===== src/rtl/can_rx_assembler.sv =====
// CAN receive assembler: collects up to 8 bytes per packet and queues completed packets in a small FIFO.
// Define CAN_RX_ASM_DROP_CNT_EN to enable the drop_pulse / drop_cnt reporting of packets lost to a full FIFO.
//
// state   | meaning
// IDLE    | no packet in progress; next rx byte lands at index 0
// COLLECT | packet in progress; cnt holds the number of bytes captured so far
module can_rx_assembler #(
   parameter int DEPTH_LOG2 = 2,
   parameter int DROP_CNT_W = 8
) (
   input  logic                  clk,
   input  logic                  rst,
   input  logic                  rx_valid,
   input  logic                  rx_last,
   input  logic [7:0]            rx_data,
   input  logic [28:0]           rx_id,
   input  logic                  rx_ide,
   output logic                  pkt_valid,
   input  logic                  pkt_ready,
   output logic [28:0]           pkt_id,
   output logic                  pkt_ide,
   output logic [3:0]            pkt_len,
   output logic [63:0]           pkt_data,
   output logic                  drop_pulse,
   output logic [DROP_CNT_W-1:0] drop_cnt
);

   localparam int DEPTH = 1 << DEPTH_LOG2;
   localparam int EW    = 29 + 1 + 4 + 64;

   typedef enum logic {IDLE, COLLECT} state_t;

   state_t      state, state_nxt;
   logic [3:0]  cnt;
   logic [63:0] stage;
   logic [3:0]  idx;
   logic [3:0]  len_nxt;
   logic [63:0] data_nxt;
   logic        commit;

   always_ff @(posedge clk or posedge rst) begin
      if (rst) state <= IDLE;
      else     state <= state_nxt;
   end

   always_comb begin
      state_nxt = state;
      idx       = 4'd0;
      data_nxt  = 64'h0;
      commit    = rx_valid & rx_last;
      if (state == COLLECT) begin
         idx      = cnt;
         data_nxt = stage;
      end
      // Index 8 and beyond: byte is dropped and the length stays pinned at 8.
      len_nxt = idx[3] ? 4'd8 : idx + 4'd1;
      if (!idx[3]) data_nxt[{~idx[2:0], 3'b000} +: 8] = rx_data;
      case (state)
         IDLE:    if (rx_valid && !rx_last) state_nxt = COLLECT;
         COLLECT: if (commit)               state_nxt = IDLE;
         default:                           state_nxt = IDLE;
      endcase
   end

   always_ff @(posedge clk or posedge rst) begin
      if (rst) begin
         cnt   <= 4'd0;
         stage <= 64'h0;
      end else if (rx_valid) begin
         if (rx_last) begin
            cnt   <= 4'd0;
            stage <= 64'h0;
         end else begin
            cnt   <= len_nxt;
            stage <= data_nxt;
         end
      end
   end

   logic [DEPTH_LOG2:0] wr_ptr, rd_ptr;
   logic                full, empty, push, pop;
   logic [EW-1:0]       mem [DEPTH];
   logic [EW-1:0]       head;

   assign empty = (wr_ptr == rd_ptr);
   assign full  = (wr_ptr[DEPTH_LOG2-1:0] == rd_ptr[DEPTH_LOG2-1:0]) &&
                  (wr_ptr[DEPTH_LOG2] != rd_ptr[DEPTH_LOG2]);
   assign push  = commit & ~full;
   assign pop   = pkt_valid & pkt_ready;

   always_ff @(posedge clk or posedge rst) begin
      if (rst) begin
         wr_ptr <= '0;
         rd_ptr <= '0;
      end else begin
         if (push) wr_ptr <= wr_ptr + 1'b1;
         if (pop)  rd_ptr <= rd_ptr + 1'b1;
      end
   end

   always_ff @(posedge clk) begin
      if (push) mem[wr_ptr[DEPTH_LOG2-1:0]] <= {rx_id, rx_ide, len_nxt, data_nxt};
   end

   // Outputs read zero whenever nothing is queued, which also covers reset.
   assign head      = mem[rd_ptr[DEPTH_LOG2-1:0]];
   assign pkt_valid = ~empty;
   assign {pkt_id, pkt_ide, pkt_len, pkt_data} = pkt_valid ? head : '0;

`ifdef CAN_RX_ASM_DROP_CNT_EN
   logic                  drop_q;
   logic [DROP_CNT_W-1:0] drop_cnt_q;

   always_ff @(posedge clk or posedge rst) begin
      if (rst) begin
         drop_q     <= 1'b0;
         drop_cnt_q <= '0;
      end else begin
         drop_q <= commit & full;
         if (commit && full && !(&drop_cnt_q)) drop_cnt_q <= drop_cnt_q + DROP_CNT_W'(1);
      end
   end

   assign drop_pulse = drop_q;
   assign drop_cnt   = drop_cnt_q;
`else
   assign drop_pulse = 1'b0;
   assign drop_cnt   = '0;
`endif

endmodule


===== config.mk =====
export PLATFORM = sky130hd
export DESIGN_NAME = can_rx_assembler
export DESIGN_NICKNAME = d
export VERILOG_FILES = /design/src/rtl/can_rx_assembler.sv
export SDC_FILE = /design/constraint.sdc
export NUM_CORES = 1
export LEC_CHECK = 0
export BUFFER_PORTS_ARGS = -buffer_cell sky130_fd_sc_hd__buf_2
export CORE_MARGIN = 2
export CORE_UTILIZATION = 54
export DETAILED_ROUTE_END_ITERATION = 7
export GPL_ROUTABILITY_DRIVEN = 0
export GPL_TIMING_DRIVEN = 0
export HOLD_SLACK_MARGIN = 0.15
export PLACE_DENSITY_LB_ADDON = 0.25
export SLEW_MARGIN = 20
export SYNTH_ARGS = -nofsm -noshare
export SYNTH_HDL_FRONTEND = slang
export SYNTH_SLANG_ARGS = --single-unit

===== constraint.sdc =====
create_clock -name clk -period 4.65 [get_ports clk]
set_input_delay 0.93 -clock clk [delete_from_list [all_inputs] [get_ports clk]]
set_output_delay 0.93 -clock clk [all_outputs]
set_load 0.03 [all_outputs]

==> run metrics, run 1 <==
GRT overflow=0; Final Skew=~0.023 ns; Max Cap Violations=0; # IOs=between 150 and 200; Rows=between 60 and 70; P_leak=~0.0078 uW; Util after Layout=0.634; post_cts resized=0; pwr dens=around 660 nW/um^2; multi-input gate area in the final layout=around 4800 um^2; Synth cell types=between 40 and 50; number of flops mapped to enable cells by yosys=between 300 and 400; routed via count=10200; die height=191 um; first-pass GRT wire length=~60 mm; flops & latches, synth=between 400 and 500; Worst slew margin=0.278; Cells after DPL=around 1700; Critical Path RT=about 3.7 ns; Slew Limit Fails=0; fin nets=1300; antenna-violating nets left=0; CTS Sinks=467; Core Region=about 34000 um^2; Layout area overhead=16.0%; Via density=around 6; Avg Inst Size Synth=~18 um^2; Initial Util=0.546; GRT Overall Usage=0.214; initial antenna violation count=5; Tcrit/Tclk final=0.888; worst-skew pair later-pin latency=roughly 0.56 ns; Final Setup Violations=0; worst-path fanout max=10; HPWL after DPL=around 24 mm; largest net degree at the start of global routing=53; Final Cell Area=roughly 22000 um^2; ys flop type=edfxtp_1; Tot Pwr=around 14000 uW; Syn Inst Count=approximately 1000; CP arrival=roughly 3.2 ns; CTS Hold Bufs=0; crit path time final=4.13 ns; die footprint=36400 um^2; CTS tree=built; final wirelength=between 30 and 40 mm; Die Wd=~190 um; Peak Freq=roughly 240 MHz; Startpoint Class=register; synthesized cell area=~19000 um^2; clock-pin transition on the worst setup and hold timing paths=0.06 ns; most frequent cells in the layout=edfxtp_1 (392), buf_2 (158), and2_1 (99); reg2reg setup slack=around 1.2 ns; Clock Tree Root=clkbuf_16; Worst-Margin Slew=between 1 and 1.5 ns; post-synthesis sequential area ratio=0.725; DRT Pass-1 Iters=5; H-tree depth=2; Post-Layout Cell Count=1740; port buffer count=141; crit path kind=reg -> out; register area=13600 um^2; worst hold-check path type=in -> async; fraction of layout cells with a size suffix above 1=0.277; Post-synth ARST share=0.161; fillers=around 2400; status=finished clean; vias in the first global route=10100; postcts setup bufs=0; critical path capture point type=output port; final hold violation count=0; maximum VDD drop=about 0.47 mV; worst hold slack=around 0.36 ns; commonest non-fill, non-tap cell in the layout=edfxtp_1; Routed WL per cell=22.1 um; placed inst area=between 20000 and 25000 um^2; yosys warns=0; Setup crit start=rd_ptr[1]; Starting DRT DRC Count=~900; unrepaired setup endpoints after global routing=false; DRC violations left=0; clk buf depth=3; total CTS buffers=46
cell usage after synthesis, types with 7 or more instances:
cell | n | area [um^2]
nor2_1 | 13 | 48.8
mux4_2 | 98 | 2210
clkbuf_1 | 37 | 139
and2_1 | 103 | 644
inv_1 | 16 | 60.1
o2bb2ai_1 | 26 | 228
a22o_1 | 63 | 552
nand2_1 | 66 | 248
buf_2 | 17 | 85.1
ha_1 | 7 | 87.6
buf_4 | 10 | 75.1
o221ai_1 | 7 | 61.3
edfxtp_1 | 392 | 11800
dfrtp_1 | 75 | 1880
nand3_1 | 20 | 100
o21ai_0 | 20 | 100
where the power goes:
part | internal, uW | leakage [uW] | switching, uW
clock network | 2130 | 0.000717 | 1490
registers | 5060 | 0.00462 | 115
logic | 2010 | 0.00247 | 3550
total | 9210 | 0.00780 | 5150
final timing paths:
check | to | depth (start not counted)
max | pkt_id[11] | 7
min | stage[50] | 2
max reg2reg | mem[0][46] | 9
min reg2reg | stage[39] | 1
max in group asynchronous | wr_ptr[0] | 3
min in group clk | stage[39] | 1
registers in the layout, indices dropped and copies added (netlist names), named ones only:
name,flops
rd_ptr,3
cnt,4
wr_ptr,3
stage,64
mem,392
final cells by class:
cell class / count / area share
sequential: 467 / 0.625
multi-input combinational: 497 / 0.221
clock buffer: 58 / 0.0577
timing repair buffer: 150 / 0.0416
tap: 455 / 0.0261
buffer: 70 / 0.0155
clock inverter: 24 / 0.0101
inverter: 18 / 0.00321
antenna: 1 / 0.000115
logic make-up (layout without fill, tap and decap cells):
group | count (synthesis) | count (layout) | share of synthesized area
flip-flops | 467 | 467 | 0.725
AND/OR/NAND/NOR | 233 | 233 | 0.0669
AO/OA/AOI/OAI | 140 | 140 | 0.0594
multiplexers | 102 | 102 | 0.120
buffers and inverters | 88 | 320 | 0.0215
adder cells (fa/ha/maj) | 7 | 7 | 0.00465
XOR/XNOR | 6 | 6 | 0.00279
other | 1 | 10 | 0.000199
through the flow:
stage	TNS [ns]	setup WS [ns]
2_1_floorplan	0	0.588
3_3_place_gp	-571.81	-1.51
3_5_place_dp	0	1.02
4_1_cts	0	0.365
5_1_grt	0	0.248
6_report	0	0.523
layer usage:
metal	share of wire	vias to the layer above	track usage
li1	-	4522	-
met1	0.42	5232	0.299
met2	0.49	346	0.347
met3	0.064	83	0.0403
met4	0.025	8	0.0653
met5	0.0015	-	0
critical path: stages (launching register included):
cell and delay [ns]:
dfrtp_1 0.35, buf_2 0.36, xor2_1 0.21, or3_1 0.16
clkbuf_1 0.77, clkbuf_1 0.40, and2_1 0.21, buf_2 0.20
No activity file was read; power rests on OpenSTA's default activity.
==> run 2, diff against run 1 <==
==> constraint.sdc (replaced) <==
create_clock -name clk -period 4.65 [get_ports clk]
set_input_delay 0.6975 -clock clk [delete_from_list [all_inputs] [get_ports clk]]
set_output_delay 0.6975 -clock clk [all_outputs]
set_load 0.03 [all_outputs]
==> run 2 against run 1 <==
Effect of this change:
- final area barely moved
- worst hold slack improved by 0.0074 ns
- critical path type unchanged
- final cell count barely moved
- via count rose by 0.55%
- combinational power barely moved
- utilization barely moved
- sequential power barely moved
- global-route usage barely moved
- first-iteration DRC count rose by 5.0%
- sequential cell count did not move
- register-to-register slack barely moved
- largest power group unchanged
- clock power barely moved
==> run metrics, run 2 (same netlist as run 1, synthesis figures left out) <==
Layout area overhead=16.0% (about the same); most frequent cells in the layout=edfxtp_1 (392), buf_2 (158), and2_1 (99) (unchanged); worst-skew pair later-pin latency=0.56 ns (about the same); fraction of layout cells with a size suffix above 1=0.277 (about the same); Starting DRT DRC Count=954 (was 909); Critical Path RT=3.95 ns (was 3.72 ns); CTS Hold Bufs=1 (was 0); fillers=2439 (was 2440); Peak Freq=255 MHz (was 242 MHz); maximum VDD drop=0.469 mV (was 0.471 mV); routed via count=10200 (about the same); max reg flops=392 (unchanged); P_leak=0.00781 uW (was 0.00780 uW); H-tree depth=2 (unchanged); port buffer count=141 (unchanged); commonest non-fill, non-tap cell in the layout=edfxtp_1 (unchanged); CTS Sinks=467 (unchanged); vias in the first global route=10100 (about the same); die footprint=36400 um^2 (unchanged); first-pass GRT wire length=58.5 mm (about the same); unrepaired setup endpoints after global routing=false (unchanged); CP arrival=3.22 ns (was 3.20 ns); clock-pin transition on the worst setup and hold timing paths=0.06 ns (about the same); CTS tree=built (unchanged); Tcrit/Tclk final=0.843 (was 0.888); DRT Pass-1 Iters=5 (unchanged); Startpoint Class=register (unchanged); initial antenna violation count=5 (unchanged); Clock Tree Root=clkbuf_16 (unchanged); Final Skew=0.0250 ns (was 0.0229 ns); worst-path fanout max=10 (unchanged); Via density=5.89 (was 5.86); pwr dens=658 nW/um^2 (about the same); total CTS buffers=46 (unchanged); Util after Layout=0.634 (about the same); Final Setup Violations=0 (unchanged); Routed WL per cell=22.1 um (about the same); final hold violation count=0 (unchanged); total negative slack=0 ns (unchanged); final wirelength=38.4 mm (about the same); fin nets=1301 (was 1300); status=finished clean (unchanged); antenna-violating nets left=0 (unchanged); critical path capture point type=output port (unchanged); Core Region=34500 um^2 (unchanged); clk buf depth=3 (unchanged); die height=191 um (unchanged); Initial Util=0.546 (unchanged); Worst slew margin=0.287 (was 0.278); crit path time final=3.92 ns (was 4.13 ns); Worst-Margin Slew=1.06 ns (was 1.07 ns); Slew Limit Fails=0 (unchanged); Max Cap Violations=0 (unchanged); Die Wd=191 um (unchanged); Rows=68 (unchanged); GRT Overall Usage=0.214 (about the same); DRC violations left=0 (unchanged); crit path kind=reg -> out (unchanged); # IOs=151 (unchanged); HPWL after DPL=24.2 mm (unchanged); GRT overflow=0 (unchanged); largest net degree at the start of global routing=53 (unchanged); postcts setup bufs=0 (unchanged); worst hold-check path type=in -> reg (was in -> async); post_cts resized=0 (unchanged)
run 2: changes by cell type in the layout (fill, tap and decap cells not counted):
cell | previous run | this run
dlygate4sd3_1 | 0 | 1
run 2: layout make-up:
| type | instances | area, um^2 | share of cell area |
|---|---|---|---|
| Antenna cell | 1 | 2.50 | 0.000115 |
| Buffer | 70 | 338 | 0.0155 |
| Clock buffer | 58 | 1260 | 0.0577 |
| Clock inverter | 24 | 220 | 0.0101 |
| Inverter | 18 | 70.1 | 0.00321 |
| Multi-Input combinational cell | 497 | 4820 | 0.221 |
| Sequential cell | 467 | 13600 | 0.625 |
| Tap cell | 455 | 569 | 0.0261 |
| Timing Repair Buffer | 151 | 918 | 0.0420 |
run 2: layer usage:
metal	share of wire	track usage	vias up
li1	-	-	4519
met1	0.42	0.298	5280
met2	0.49	0.347	357
met3	0.070	0.0403	83
met4	0.025	0.0653	8
met5	0.0015	0	-
run 2: through the flow:
stage	worst slack, ns	total power, uW	hold WS, ns	cells	instance area (um^2)
after CTS	0.598	14600	0.344	1740	21800
after floorplan	0.786	9310	0.456	1052	18900
after global placement	-1.28	10900	0.473	1648	20100
after global routing	0.481	15000	0.354	1740	21800
final	0.732	14400	0.363	1741	21800
after detailed placement	1.25	10900	0.474	1657	20300
run 2: path summary, 6_finish.rpt:
kind	startpoint	end	slack, ns	depth (start not counted)
worst max-delay path	rd_ptr[1]	pkt_id[11]	0.73	7
worst min-delay path	rx_id[12]	mem[3][81]	0.36	1
worst max register to register	register	mem[0][46]	1.19	9
min in group asynchronous	rst	stage[50]	0.67	3
worst min register to register	stage[24]	stage[24]	0.49	1
max in group asynchronous	rst	stage[6]	3.39	4
run 2: worst max-delay path, stage by stage, from the launching register on:
cell      delay [ns]
dfrtp_1         0.35
buf_2           0.37
xor2_1          0.21
or3_1           0.16
clkbuf_1        0.78
clkbuf_1        0.40
and2_1          0.21
buf_2           0.20
run 2: report_power, final:
| part | internal (uW) | switching (uW) | total, uW |
|---|---|---|---|
| clock network | 2130 | 1490 | 3630 |
| registers | 5060 | 116 | 5180 |
| logic | 2010 | 3550 | 5560 |
==> run 3, diff against run 2 <==
==> constraint.sdc (replaced) <==
create_clock -name clk -period 3.9 [get_ports clk]
set_input_delay 0.585 -clock clk [delete_from_list [all_inputs] [get_ports clk]]
set_output_delay 0.585 -clock clk [all_outputs]
set_load 0.03 [all_outputs]
==> run 3 against run 2 <==
Effect of this change:
- largest power group unchanged
- critical path depth down 1
- clock power rose by 19%
- sequential cell count unchanged
- non-clock buffer count down 1
- global-route usage hardly changed
- combinational power up 19%
- critical path type unchanged
==> run metrics, run 3 (same netlist as run 1, synthesis figures left out) <==
status=finished clean (unchanged); first-pass GRT wire length=58.5 mm (about the same); critical path capture point type=output port (unchanged); routed via count=10200 (about the same); Final Setup Violations=0 (unchanged); # IOs=151 (unchanged); total negative slack=0 ns (unchanged); Post-Layout Cell Count=1740 (was 1741); worst-skew pair later-pin latency=0.56 ns (about the same); H-tree depth=2 (unchanged); fin nets=1300 (was 1301); Final Skew=0.0231 ns (was 0.0250 ns); vias in the first global route=10100 (about the same); Routed WL per cell=22.1 um (about the same); fraction of layout cells with a size suffix above 1=0.277 (about the same); most frequent cells in the layout=edfxtp_1 (392), buf_2 (158), and2_1 (99) (unchanged); Cells after DPL=1657 (unchanged); Worst R2R Path Depth=9 (unchanged); post-route setup slack=0.305 ns (was 0.732 ns); multi-input gate area in the final layout=4820 um^2 (unchanged); Critical Path, Cell by Cell=buf_2, xor2_1, or3_1, clkbuf_1, and2_1, buf_2 (was buf_2, xor2_1, or3_1, clkbuf_1, clkbuf_1, and2_1, buf_2); Starting DRT DRC Count=904 (was 954); DRT Pass-1 Iters=5 (unchanged); worst-path fanout max=11 (was 10); post_cts resized=0 (unchanged); Worst path most repeated cell=buf_2; die height=191 um (unchanged); maximum VDD drop=0.561 mV (was 0.469 mV); Startpoint Class=register (unchanged); Largest stage delay, worst path=0.69 ns (was 0.78 ns); initial antenna violation count=5 (unchanged); GRT overflow=0 (unchanged); Rows=68 (unchanged); worst hold slack=0.251 ns (was 0.363 ns); Die Wd=191 um (unchanged); Layout area overhead=16.0% (about the same); Critical Path RT=3.31 ns (was 3.95 ns); crit path kind=reg -> out (unchanged); Core Region=34500 um^2 (unchanged); GRT Overall Usage=0.214 (about the same); Via density=5.86 (was 5.89); postcts setup bufs=0 (unchanged); max reg flops=392 (unchanged); HPWL after DPL=24.2 mm (unchanged); CTS tree=built (unchanged); final hold violation count=0 (unchanged); unrepaired setup endpoints after global routing=false (unchanged); die footprint=36400 um^2 (unchanged); crit path time final=3.59 ns; largest net degree at the start of global routing=53 (unchanged); CTS Sinks=467 (unchanged); fillers=2438 (was 2439); Tcrit/Tclk final=0.922; antenna-violating nets left=0 (unchanged); CP arrival=3.01 ns (was 3.22 ns); Tot Pwr=17100 uW (was 14400 uW); Slew Limit Fails=0 (unchanged); clk buf depth=3 (unchanged); Worst slew margin=0.286 (was 0.287); commonest non-fill, non-tap cell in the layout=edfxtp_1 (unchanged); Clock Tree Root=clkbuf_16 (unchanged); Initial Util=0.546 (unchanged); register area=13600 um^2 (unchanged); clock-pin transition on the worst setup and hold timing paths=0.06 ns (about the same); Crit-path slowest cell=or3_1 (was clkbuf_1); Peak Freq=roughly 280 MHz; port buffer count=141 (unchanged); DRC violations left=0 (unchanged); Max Cap Violations=0 (unchanged); Hold Path Stages=1 (unchanged); Worst-Margin Slew=1.06 ns (about the same); P_leak=0.00781 uW (about the same); final wirelength=38.4 mm (about the same); worst hold-check path type=in -> reg (unchanged); pwr dens=784 nW/um^2 (was 658 nW/um^2); total CTS buffers=46 (unchanged); DP Worst Slack=0.507 ns (was 1.25 ns)
run 3: repair_timing:
item,CTS,global route
hold endpoints to repair,23,0
endpoints found under the setup margin,5,0
hold buffers,1,0
run 3: area by class of cell:
type	count	area share
clock buffers	58	0.0577
inverters	18	0.00321
flip-flops and latches	467	0.625
repair buffers	151	0.0420
diodes	1	0.000115
clock inverters	24	0.0101
plain buffers	69	0.0153
multi-input cells	497	0.221
well taps	455	0.0261
run 3: power by group:
| group | switching [uW] | internal [uW] |
|---|---|---|
| clock network | 1770 | 2540 |
| registers | 137 | 6030 |
| logic | 4230 | 2400 |
run 3: worst paths after layout:
check                        endpoint      start  slack [ns]
max in group asynchronous   wr_ptr[0]        rst        2.75
min in group asynchronous   stage[50]        rst        0.56
min reg2reg                 stage[24]  stage[24]        0.49
max                        pkt_id[27]  rd_ptr[1]        0.31
min                        mem[3][81]  rx_id[12]        0.25
max reg2reg                mem[0][46]   register        0.42
run 3: through the flow:
stage                     instance area (um^2)  utilization
after floorplan                          18900            -
after global placement                   20100        0.584
after detailed placement                 20300        0.590
after CTS                                21800        0.634
after global routing                     21800        0.634
final                                    21800        0.634
run 3: critical path, delay by kind of cell, from the launching register on:
family	cells	cell delay (ns)
XOR/XNOR	1	0.21
buffers and inverters	3	1.01
flip-flops	1	0.35
AND/OR/NAND/NOR	2	0.90
run 3: per-layer routing:
metal | track usage | share of wire | up-vias
met1 | 0.298 | 0.42 | 5241
li1 | - | - | 4519
met5 | 0 | 0.0015 | -
met4 | 0.0653 | 0.024 | 8
met3 | 0.0403 | 0.064 | 81
met2 | 0.347 | 0.49 | 354
